===== config.mk =====
export PLATFORM = sky130hd
export DESIGN_NAME = gcd_master_flat
export DESIGN_NICKNAME = d
export VERILOG_FILES = /design/src/rtl/gcd_master_if.sv /design/src/rtl/gcd_master.sv /design/src/flat_wrapper.sv
export SDC_FILE = /design/constraint.sdc
export NUM_CORES = 1
export LEC_CHECK = 0
export ABC_AREA = 1
export BUFFER_PORTS_ARGS = -buffer_cell sky130_fd_sc_hd__buf_2
export CAP_MARGIN = 20
export CORE_MARGIN = 2
export CORE_UTILIZATION = 56
export CTS_CLUSTER_DIAMETER = 100
export DETAILED_ROUTE_END_ITERATION = 16
export GPL_ROUTABILITY_DRIVEN = 0
export PLACE_DENSITY = 0.82
export SKIP_CTS_REPAIR_TIMING = 1
export SLEW_MARGIN = 15
export SYNTH_ARGS = -nofsm -noshare
export SYNTH_HDL_FRONTEND = slang
export SYNTH_SLANG_ARGS = --single-unit

===== constraint.sdc =====
create_clock -name clock -period 2.65 [get_ports clock]
set_input_delay 0.3975 -clock clock [delete_from_list [all_inputs] [get_ports clock]]
set_output_delay 0.3975 -clock clock [all_outputs]
set_load 0.01 [all_outputs]

===== src/rtl/gcd_master_if.sv =====
// gcd_master_if: upstream, downstream and engine signals of gcd_master.
// master is the gcd_master side; slave is the system and engine side.
interface gcd_master_if #(
    parameter int WIDTH = 5
);
    logic             in_valid;
    logic             in_ready;
    logic [WIDTH-1:0] in_x;
    logic [WIDTH-1:0] in_y;
    logic             out_valid;
    logic             out_ready;
    logic [WIDTH-1:0] out_gcd;
    logic             out_err;
    logic [7:0]       op_count;
    logic [WIDTH-1:0] gcd_x;
    logic [WIDTH-1:0] gcd_y;
    logic             gcd_go;
    logic             gcd_done;
    logic [WIDTH-1:0] gcd_result;

    modport master (
        input  in_valid,
        input  in_x,
        input  in_y,
        input  out_ready,
        input  gcd_done,
        input  gcd_result,
        output in_ready,
        output out_valid,
        output out_gcd,
        output out_err,
        output op_count,
        output gcd_x,
        output gcd_y,
        output gcd_go
    );

    modport slave (
        output in_valid,
        output in_x,
        output in_y,
        output out_ready,
        output gcd_done,
        output gcd_result,
        input  in_ready,
        input  out_valid,
        input  out_gcd,
        input  out_err,
        input  op_count,
        input  gcd_x,
        input  gcd_y,
        input  gcd_go
    );
endinterface


===== src/rtl/gcd_master.sv =====
// gcd_master: initiator side of the Go/Done GCD handshake.
// Zero operand pairs bypass the engine; engine runs are timeout-guarded.
module gcd_master #(
    parameter int WIDTH   = 5,
    parameter int TIMEOUT = 64
) (
    input  logic         clock,
    input  logic         reset_n,
    gcd_master_if.master bus
);
    localparam int CW = (TIMEOUT > 2) ? $clog2(TIMEOUT) : 1;
    localparam logic [CW-1:0] T_LAST = CW'(TIMEOUT - 1);

    typedef enum logic [1:0] {
        IDLE  = 2'd0,
        ISSUE = 2'd1,
        WAIT  = 2'd2,
        HOLD  = 2'd3
    } state_t;

    state_t           state_q, state_d;
    logic [CW-1:0]    tmo_q, tmo_d;
    logic             out_valid_q, out_valid_d;
    logic [WIDTH-1:0] out_gcd_q, out_gcd_d;
    logic             out_err_q, out_err_d;
    logic [7:0]       op_count_q, op_count_d;
    logic [WIDTH-1:0] gcd_x_q, gcd_x_d;
    logic [WIDTH-1:0] gcd_y_q, gcd_y_d;
    logic             gcd_go_q, gcd_go_d;
    logic             has_zero;

    assign has_zero = (bus.in_x == '0) || (bus.in_y == '0);

    always_comb begin
        state_d     = state_q;
        tmo_d       = tmo_q;
        out_valid_d = out_valid_q;
        out_gcd_d   = out_gcd_q;
        out_err_d   = out_err_q;
        op_count_d  = op_count_q;
        gcd_x_d     = gcd_x_q;
        gcd_y_d     = gcd_y_q;
        gcd_go_d    = 1'b0;
        unique case (state_q)
            IDLE: begin
                if (bus.in_valid) begin
                    if (has_zero) begin
                        // OR of the pair is the nonzero operand, or 0.
                        out_gcd_d   = bus.in_x | bus.in_y;
                        out_err_d   = 1'b0;
                        out_valid_d = 1'b1;
                        state_d     = HOLD;
                    end else begin
                        gcd_x_d  = bus.in_x;
                        gcd_y_d  = bus.in_y;
                        gcd_go_d = 1'b1;
                        state_d  = ISSUE;
                    end
                end
            end
            ISSUE: begin
                tmo_d   = '0;
                state_d = WAIT;
            end
            WAIT: begin
                if (tmo_q != T_LAST) begin
                    tmo_d = tmo_q + CW'(1);
                end
                if (bus.gcd_done) begin
                    out_gcd_d   = bus.gcd_result;
                    out_err_d   = 1'b0;
                    out_valid_d = 1'b1;
                    state_d     = HOLD;
                end else if (tmo_q == T_LAST) begin
                    out_gcd_d   = '0;
                    out_err_d   = 1'b1;
                    out_valid_d = 1'b1;
                    state_d     = HOLD;
                end
            end
            HOLD: begin
                if (bus.out_ready) begin
                    out_valid_d = 1'b0;
                    state_d     = IDLE;
                    if (!out_err_q) begin
                        op_count_d = op_count_q + 8'd1;
                    end
                end
            end
            default: begin
                state_d = IDLE;
            end
        endcase
    end

    always_ff @(posedge clock or negedge reset_n) begin
        if (!reset_n) begin
            state_q     <= IDLE;
            tmo_q       <= '0;
            out_valid_q <= 1'b0;
            out_gcd_q   <= '0;
            out_err_q   <= 1'b0;
            op_count_q  <= 8'd0;
            gcd_x_q     <= '0;
            gcd_y_q     <= '0;
            gcd_go_q    <= 1'b0;
        end else begin
            state_q     <= state_d;
            tmo_q       <= tmo_d;
            out_valid_q <= out_valid_d;
            out_gcd_q   <= out_gcd_d;
            out_err_q   <= out_err_d;
            op_count_q  <= op_count_d;
            gcd_x_q     <= gcd_x_d;
            gcd_y_q     <= gcd_y_d;
            gcd_go_q    <= gcd_go_d;
        end
    end

    assign bus.in_ready  = (state_q == IDLE);
    assign bus.out_valid = out_valid_q;
    assign bus.out_gcd   = out_gcd_q;
    assign bus.out_err   = out_err_q;
    assign bus.op_count  = op_count_q;
    assign bus.gcd_x     = gcd_x_q;
    assign bus.gcd_y     = gcd_y_q;
    assign bus.gcd_go    = gcd_go_q;
endmodule


===== src/flat_wrapper.sv =====
// flat-port wrapper written by rule: the top's interface ports become plain ports
module gcd_master_flat 
#(
    parameter int WIDTH   = 5,
    parameter int TIMEOUT = 64
)
  (clock, reset_n, bus_in_valid, bus_in_x, bus_in_y, bus_out_ready, bus_gcd_done, bus_gcd_result, bus_in_ready, bus_out_valid, bus_out_gcd, bus_out_err, bus_op_count, bus_gcd_x, bus_gcd_y, bus_gcd_go);
  gcd_master_if #(.WIDTH(WIDTH)) bus_i ();
  input  logic clock;
  input  logic reset_n;
  input wire logic [$bits(bus_i.in_valid)-1:0] bus_in_valid;
  input wire logic [$bits(bus_i.in_x)-1:0] bus_in_x;
  input wire logic [$bits(bus_i.in_y)-1:0] bus_in_y;
  input wire logic [$bits(bus_i.out_ready)-1:0] bus_out_ready;
  input wire logic [$bits(bus_i.gcd_done)-1:0] bus_gcd_done;
  input wire logic [$bits(bus_i.gcd_result)-1:0] bus_gcd_result;
  output wire logic [$bits(bus_i.in_ready)-1:0] bus_in_ready;
  output wire logic [$bits(bus_i.out_valid)-1:0] bus_out_valid;
  output wire logic [$bits(bus_i.out_gcd)-1:0] bus_out_gcd;
  output wire logic [$bits(bus_i.out_err)-1:0] bus_out_err;
  output wire logic [$bits(bus_i.op_count)-1:0] bus_op_count;
  output wire logic [$bits(bus_i.gcd_x)-1:0] bus_gcd_x;
  output wire logic [$bits(bus_i.gcd_y)-1:0] bus_gcd_y;
  output wire logic [$bits(bus_i.gcd_go)-1:0] bus_gcd_go;
  assign bus_i.in_valid = bus_in_valid;
  assign bus_i.in_x = bus_in_x;
  assign bus_i.in_y = bus_in_y;
  assign bus_i.out_ready = bus_out_ready;
  assign bus_i.gcd_done = bus_gcd_done;
  assign bus_i.gcd_result = bus_gcd_result;
  assign bus_in_ready = bus_i.in_ready;
  assign bus_out_valid = bus_i.out_valid;
  assign bus_out_gcd = bus_i.out_gcd;
  assign bus_out_err = bus_i.out_err;
  assign bus_op_count = bus_i.op_count;
  assign bus_gcd_x = bus_i.gcd_x;
  assign bus_gcd_y = bus_i.gcd_y;
  assign bus_gcd_go = bus_i.gcd_go;
  gcd_master #(.WIDTH(WIDTH), .TIMEOUT(TIMEOUT)) u_core (.clock(clock), .reset_n(reset_n), .bus(bus_i));
endmodule

==> flow_summary_export.csv, run 1 <==
group,metric,value,unit
worst_setup_path,crit_path_max_fanout,13,
pwr,power_switching,0.000982,W
synthesis,postSynthCellCount,208,
clocking,htree_levels,2,
grt,gr-total-overflow,0,
flow_run,maxCapViolCount,0,
pwr,leakage,1.24,nW
route,vias_per_cell,5.17,
die,core,3050,um2
cells_and_area,area.growth.synth_to_final,20.1,%
worst_setup_path,startpoint_type,"flip-flop",
synthesis,synth-seq-area-share,47.6,%
cells_and_area,drive_above_1_share,26.8,%
cells_and_area,diodes,0,
grt,grt_start_max_net_pins,35,
placement,numPortBuffers,46,
sta,worstMarginPinSlew,729,ps
sta,final_hold_viol_count,0,
sta,rsz0062_at_grt,"no",
pwr,pwr_density_cell,1070,nW/um2
clocking,cts.sinks,34,
cells_and_area,layout.nets,287,
pwr,p_comb_share,45.9,%
grt,grt_pass1_vias,1512,
die,die_h,60.5,um
clocking,cts-root-buf,"clkbuf_4",
die,ios,47,
sta,slew_violations,0,
clocking,clk_pin_slew,110,ps
clocking,cts_made_buffers,5,
route,drt_iter0_drc,77,
die,dieArea,3660,um2
route,ant_nets,0,
die,initial_core_util,58.6,%
pwr,seq_power_share,37.4,%
sta,setup_viol,0,
outcome,status,"completed",
die,die_w,60.5,um
route,drcViolationCount,0,
sta,min_period,1750,ps
pwr,power.internal,0.00131,W
worst_setup_path,required,2940,ps
die,rows,20,
pwr,pwr-share-clk,16.6,%
sta,tns,0,ps
clocking,cts_tree,"done",
route,wl,3700,um
worst_setup_path,critPathCaptureType,"flip-flop",
synthesis,syn_avg_cell_area,8.60,um2
grt,grt_usage,23.2,%
clocking,clock_path_buffers,2,
hold_path,hp-class,"in -> async",
synthesis,yosys.cell_types.count,23,
route,wl_per_cell,12.1,um
synthesis,async_reset_ff_share,100,%
sta,fin_crit_sh,66.2,%
route,dr.pass1.iters,4,
sta,fin_hold_ws,103,ps
sta,maxSlewHeadroom,51.4,%
grt,antenna_found_initial,0,
route,vias,1578,
sta,fin_skew,7.13,ps
synthesis,ys.flop_type,"dfrtp_1",
synthesis,synth_edf_count,0,
pwr,switching_share,42.9,%
synthesis,ys_warn_count,0,
clocking,worstSkewPairLatency,340,ps
pwr,ir_worst_vdd,0.899,mV
synthesis,ys_ff_latch,34,
placement,dp_hpwl,2820,um
worst_setup_path,critPathKind,"reg -> reg",
worst_setup_path,critPathArrivalTime,2040,ps
sta,fmax,0.570,GHz
grt,grt_pass1_wl,6370,um
synthesis,syn_nets,235,
synthesis,syn_area,1790,um2
registers in the layout, indices dropped and copies added, names as in the netlist:
signal and flops:
u_core.bus.gcd_go 1, u_core.state_q 2, u_core.bus.out_valid 1, u_core.tmo_q 6, u_core.bus.out_err 1, u_core.bus.out_gcd 5
u_core.bus.gcd_x 5, u_core.bus.op_count 8, u_core.bus.gcd_y 5
path summary, 6_finish.rpt:
path,from,slack (ps),cells after the start,end
max,u_core.state_q[0],900,6,u_core.bus.gcd_y[0]
min,reset_n,100,1,u_core.tmo_q[0]
max reg2reg,u_core.state_q[0],900,6,u_core.bus.gcd_y[0]
min reg2reg,u_core.bus.out_gcd[0],490,2,u_core.bus.out_gcd[0]
max in group asynchronous,reset_n,2080,1,u_core.bus.op_count[0]
min in group clock,bus_in_y[3],270,3,u_core.bus.gcd_y[3]
layout by cell type, fill, tap and decap left out, types with 2 or more instances in the layout:
cell type  Yosys  final
xor2_1         7      7
o21ai_0        7      7
dfrtp_1       34     34
ha_1           7      7
nor2_1        12     12
clkinv_2       0      2
buf_2          2     46
o22ai_1        2      2
nand2_1       74     74
xnor2_1        2      2
inv_2          4      4
inv_1         11     11
nand4_1        3      3
nor2_8         4      4
nand3_1       24     24
o21ai_1        6      6
clkbuf_4       0      5
nand3_4        2      2
cell usage after synthesis (2+ instances only):
cell / number / area [um2]
buf_2: 2 / 10.0
nand4_1: 3 / 18.8
o21ai_0: 7 / 35.0
nor2_8: 4 / 80.1
xnor2_1: 2 / 17.5
inv_2: 4 / 15.0
nand3_4: 2 / 35.0
nor2_1: 12 / 45.0
o22ai_1: 2 / 12.5
ha_1: 7 / 87.6
inv_1: 11 / 41.3
nand2_1: 74 / 278
dfrtp_1: 34 / 851
xor2_1: 7 / 61.3
o21ai_1: 6 / 30.0
nand3_1: 24 / 120
power groups by stage:
stage / clock [W] / combinational (W) / sequential [W]
2_1_floorplan: 0 / 0.000660 / 0.000916
3_3_place_gp: 0 / 0.00103 / 0.000860
3_5_place_dp: 0 / 0.00106 / 0.000861
4_1_cts: 0.000386 / 0.00106 / 0.000856
5_1_grt: 0.000407 / 0.00120 / 0.000882
6_report: 0.000381 / 0.00105 / 0.000858
critical path, cell delays in order (launching register included):
cell and delay [ps]:
dfrtp_1 420, inv_1 130, ha_1 240, nand4_1 460, inv_2 320, nand2_1 80, nand2_1 60
cells by family after synthesis:
family | Yosys count | synth area share, %
simple gates | 124 | 34.3
flops | 34 | 47.6
compound gates | 17 | 5.10
buf+inv | 17 | 3.71
xor+xnor | 9 | 4.41
fa+ha+maj | 7 | 4.89
through the flow:
step	instances	total power, W	cell area [um2]	util [%]	setup slack (ps)
after global routing	305	0.00249	2150	70.4	671
after floorplan	208	0.00158	1790	-	1160
after global placement	297	0.00189	2070	67.9	977
after CTS	305	0.00230	2150	70.4	901
final	305	0.00229	2150	70.4	897
after detailed placement	297	0.00192	2070	67.9	909
layer usage:
layer | vias up | wire length, um | track usage (%)
li1 | 770 | - | -
met1 | 741 | 1590 | 28.6
met2 | 59 | 1790 | 40.2
met3 | 8 | 269 | 5.76
met4 | 0 | 55 | 7.45
met5 | - | 0 | 0
final cells by class:
cell class	count	area (um2)
Clock buffer	5	37.5
Fill cell	259	903
Clock inverter	3	40.0
Inverter	15	56.3
Sequential cell	34	851
Timing Repair Buffer	47	238
Multi-Input combinational cell	157	872
Tap cell	44	55.1
No activity file was read; power rests on OpenSTA's default activity.
==> inputs of run 2 (changes only) <==
Settings changed: CORE_UTILIZATION 56 to 52, PLACE_DENSITY 0.82 to 0.77.
Clock period 2.65 ns to 1.8 ns, I/O delays scaled along.
==> flow_summary_export.csv, run 2 (synthesis gave the netlist of run 1 again) <==
group,metric,value,unit
route,vias_per_cell,4.81,
grt,grt_usage,22.1,%
route,dr.pass1.iters,4,
worst_setup_path,startpoint_type,"flip-flop",
cells_and_area,final_common_cell,"nand2_1",
route,wl,3770,um
sta,setup_viol,0,
route,drcViolationCount,0,
die,rows,21,
hold_path,hp-start,"bus_in_x[2]",
die,dieArea,3930,um2
die,ios,47,
hold_path,hp-class,"in -> reg",
hold_path,hold_path_end,"u_core.bus.gcd_x[2]",
die,initial_core_util,54.0,%
hold_path,hold_depth,3,
grt,grt_pass1_vias,1531,
worst_setup_path,reg2reg_to,"u_core.state_q[0]",
placement,place_area,2090,um2
cells_and_area,largest_reg_flops,8,
sta,fin_crit_sh,89.1,%
sta,worstMarginPinSlew,422,ps
cells_and_area,diodes,0,
pwr,p_total,0.00341,W
clocking,clock_path_buffers,2,
worst_setup_path,critPathKind,"reg -> out",
route,drt_iter0_drc,49,
worst_setup_path,worstRegToRegCells,8,
worst_setup_path,critPathArrivalTime,1330,ps
flow_run,maxCapViolCount,0,
placement,dp_hpwl,2910,um
pwr,leakage,1.25,nW
pwr,pwr_density_cell,1570,nW/um2
sta,final_hold_viol_count,0,
cells_and_area,layout.nets,290,
clocking,cts_tree,"done",
sta,maxSlewHeadroom,71.8,%
clocking,cts_made_buffers,5,
clocking,htree_levels,2,
sta,rsz0062_at_grt,"no",
clocking,cts-root-buf,"clkbuf_4",
pwr,ir_worst_vdd,0.806,mV
worst_setup_path,critPathCaptureType,"output pin",
clocking,worstSkewPairLatency,340,ps
sta,fin_hold_ws,152,ps
route,ant_nets,0,
clocking,clk_pin_slew,100,ps
cells_and_area,fillerInstances,297,
worst_setup_path,regToRegSetupSlack,200,ps
placement,numPortBuffers,46,
clocking,cts.sinks,34,
die,die_w,62.7,um
grt,grt_start_max_net_pins,35,
die,core,3310,um2
sta,slew_violations,0,
route,wl_per_cell,12.2,um
cells_and_area,layout_common_cells,"nand2_1, buf_2, dfrtp_1",
cells_and_area,drive_above_1_share,27.0,%
grt,grt_pass1_wl,6820,um
worst_setup_path,required,1530,ps
grt,gr-total-overflow,0,
worst_setup_path,reg2reg_from,"u_core.state_q[0]",
sta,fmax,0.624,GHz
die,die_h,62.7,um
sta,fin_skew,13.8,ps
worst_setup_path,crit_path_max_fanout,5,
sta,min_period,1600,ps
cells_and_area,final_cell_area,2180,um2
cells_and_area,area.growth.synth_to_final,21.9,%
route,vias,1487,
outcome,status,"completed",
sta,tns,0,ps
grt,antenna_found_initial,0,
-- run 2: metrics by stage --
stage	instances	util [%]	setup WS (ps)
detailed placement	301	63.1	201
floorplan	208	-	313
global route	309	65.9	29.0
finish	309	65.9	197
global placement	301	63.1	277
CTS	308	65.6	187
-- run 2: per-layer routing --
metal | vias up | part of all wire, % | track usage, %
met5 | - | 0 | 0
met4 | 0 | 1.8 | 7.50
met3 | 9 | 5.2 | 5.95
met2 | 42 | 49 | 37.0
met1 | 658 | 44 | 27.8
li1 | 778 | - | -
-- run 2: final cells by class --
class                      count  area [um2]  area share, %
clock buffer                   6        51.3           2.35
timing repair buffer          50         263           12.0
multi-input combinational    157         872           40.0
sequential                    34         851           39.0
clock inverter                 1        30.0           1.38
tap                           46        57.6           2.64
inverter                      15        56.3           2.58
-- run 2: how the worst max path moves through the flow --
stage / startpoint / depth (start not counted) / slack [ps] / to
detailed placement: u_core.state_q[0] / 9 / 200 / u_core.bus.out_gcd[2]
global placement: u_core.state_q[1] / 8 / 280 / u_core.bus.out_gcd[1]
finish: u_core.state_q[0] / 3 / 200 / bus_in_ready
global route: u_core.state_q[0] / 9 / 30 / u_core.bus.out_gcd[3]
floorplan: u_core.state_q[0] / 8 / 310 / u_core.state_q[0]
CTS: u_core.state_q[0] / 3 / 190 / bus_in_ready
-- run 2: worst max-delay path, stage by stage (launching register included) --
cell and delay [ps]:
dfrtp_1 430, inv_1 130, ha_1 260, buf_2 170
-- run 2: power by group --
part | internal [W] | total (W) | switching (W)
Clock | 0.000323 | 0.000579 | 0.000256
Combinational | 0.000606 | 0.00157 | 0.000966
Sequential | 0.00105 | 0.00126 | 0.000217
Total | 0.00198 | 0.00341 | 0.00144
==> inputs of run 3 (changes only) <==
Settings changed: CORE_MARGIN 2 to not set.
==> flow_summary_export.csv, run 3 (synthesis gave the netlist of run 1 again) <==
group,metric,value,unit
worst_setup_path,critPathArrivalTime,1320,ps
cells_and_area,final_common_cell,"nand2_1",
die,initial_core_util,56.7,%
die,core,3150,um2
cells_and_area,final_cell_area,2140,um2
route,highest-signal-layer,"met4",
sta,slew_violations,0,
placement,numPortBuffers,46,
outcome,status,"completed",
clocking,cts-root-buf,"clkbuf_4",
cells_and_area,drive_above_1_share,27.0,%
sta,worstMarginPinSlew,422,ps
grt,grt_start_max_net_pins,35,
cells_and_area,layout_common_cells,"nand2_1, buf_2, dfrtp_1",
grt,grt_pass1_wl,5850,um
pwr,leakage,1.23,nW
die,die_w,60.7,um
sta,fin_skew,3.98,ps
sta,fin_crit_sh,88.2,%
cells_and_area,fin_util,68.0,%
route,drt_iter0_drc,56,
flow_run,maxCapViolCount,0,
placement,dp_hpwl,2750,um
cells_and_area,area.growth.synth_to_final,19.9,%
cells_and_area,seq_area,851,um2
cells_and_area,multiInputGateArea,872,um2
pwr,pwr_density_cell,1490,nW/um2
clocking,cts.sinks,34,
route,ant_nets,0,
sta,maxSlewHeadroom,71.9,%
placement,place_area,2090,um2
grt,antenna_found_initial,0,
route,vias,1501,
cells_and_area,largest_reg_flops,8,
route,route.met3.wl,198,um
sta,final_hold_viol_count,0,
worst_setup_path,critPathKind,"reg -> out",
worst_setup_path,startpoint_type,"flip-flop",
route,wl,3620,um
route,drcViolationCount,0,
worst_setup_path,critPathCaptureType,"output pin",
clocking,cts_tree,"done",
sta,setup_viol,0,
worst_setup_path,crit_path_max_fanout,5,
cells_and_area,layout.nets,290,
route,met2_length,1660,um
grt,grt_pass1_vias,1367,
worst_setup_path,required,1530,ps
sta,rsz0062_at_grt,"no",
clocking,worstSkewPairLatency,330,ps
grt,grt_usage,22.5,%
clocking,clock_path_buffers,2,
die,dieArea,3680,um2
cells_and_area,finalNonFillerCells,307,
sta,min_period,1590,ps
pwr,ir_worst_vdd,0.861,mV
cells_and_area,fillerInstances,292,
clocking,htree_levels,2,
placement,dp_cells,299,
route,vias_per_cell,4.89,
clocking,clk_pin_slew,100,ps
die,die_h,60.7,um
sta,fmax,0.630,GHz
clocking,cts_made_buffers,5,
die,rows,20,
sta,tns,0,ps
die,ios,47,
hold_path,hp-class,"in -> reg",
route,wl_met1,1720,um
grt,gr-total-overflow,0,
route,wl_per_cell,11.8,um
route,dr.pass1.iters,4,
cells_and_area,diodes,0,
run 3: changes by cell type in the layout (fill, tap and decap cells not counted), sizes merged:
cell / previous run / this run
bufinv: 1 / 0
clkbuf: 6 / 5
clkinv: 0 / 2
run 3: per-layer routing:
layer	global-route usage (%)	vias to the layer above
met5	0	-
met4	7.14	0
met3	9.38	4
met2	35.8	45
met1	28.1	672
li1	-	780
run 3: stage by stage:
step / total power, W / setup slack (ps) / hold slack (ps)
final: 0.00320 / 212 / 155
after detailed placement: 0.00283 / 248 / 327
after global routing: 0.00351 / 115 / 145
after floorplan: 0.00232 / 313 / -25.6
after CTS: 0.00323 / 212 / -39.0
after global placement: 0.00281 / 277 / 323
run 3: area by class of cell:
class	count	area share, %
timing repair buffer	50	12.3
sequential	34	39.7
inverter	15	2.63
clock buffer	5	1.75
clock inverter	2	0.467
tap	44	2.57
multi-input combinational	157	40.7
run 3: power by group:
part / total (W) / internal [W] / leakage (nW) / switching, W
combinational: 0.00156 / 0.000604 / 0.771 / 0.000953
sequential: 0.00126 / 0.00105 / 0.433 / 0.000211
clock: 0.000390 / 0.000140 / 0.0308 / 0.000249
total: 0.00320 / 0.00179 / 1.23 / 0.00141
run 3: final timing paths:
check / startpoint / endpoint / slack (ps) / depth (start not counted)
setup / recovery: u_core.state_q[1] / bus_in_ready / 210 / 3
hold / removal: bus_in_x[2] / u_core.bus.gcd_x[2] / 150 / 3
setup reg to reg: u_core.state_q[1] / u_core.bus.out_gcd[1] / 230 / 8
hold reg to reg: u_core.bus.out_gcd[4] / u_core.bus.out_gcd[4] / 480 / 2
max in group asynchronous: reset_n / u_core.tmo_q[2] / 1010 / 3
min in group asynchronous: reset_n / u_core.state_q[0] / 480 / 3
run 3: critical path: stages, from the launching register on:
cell	delay [ps]
dfrtp_1	440
inv_1	130
ha_1	260
buf_2	160
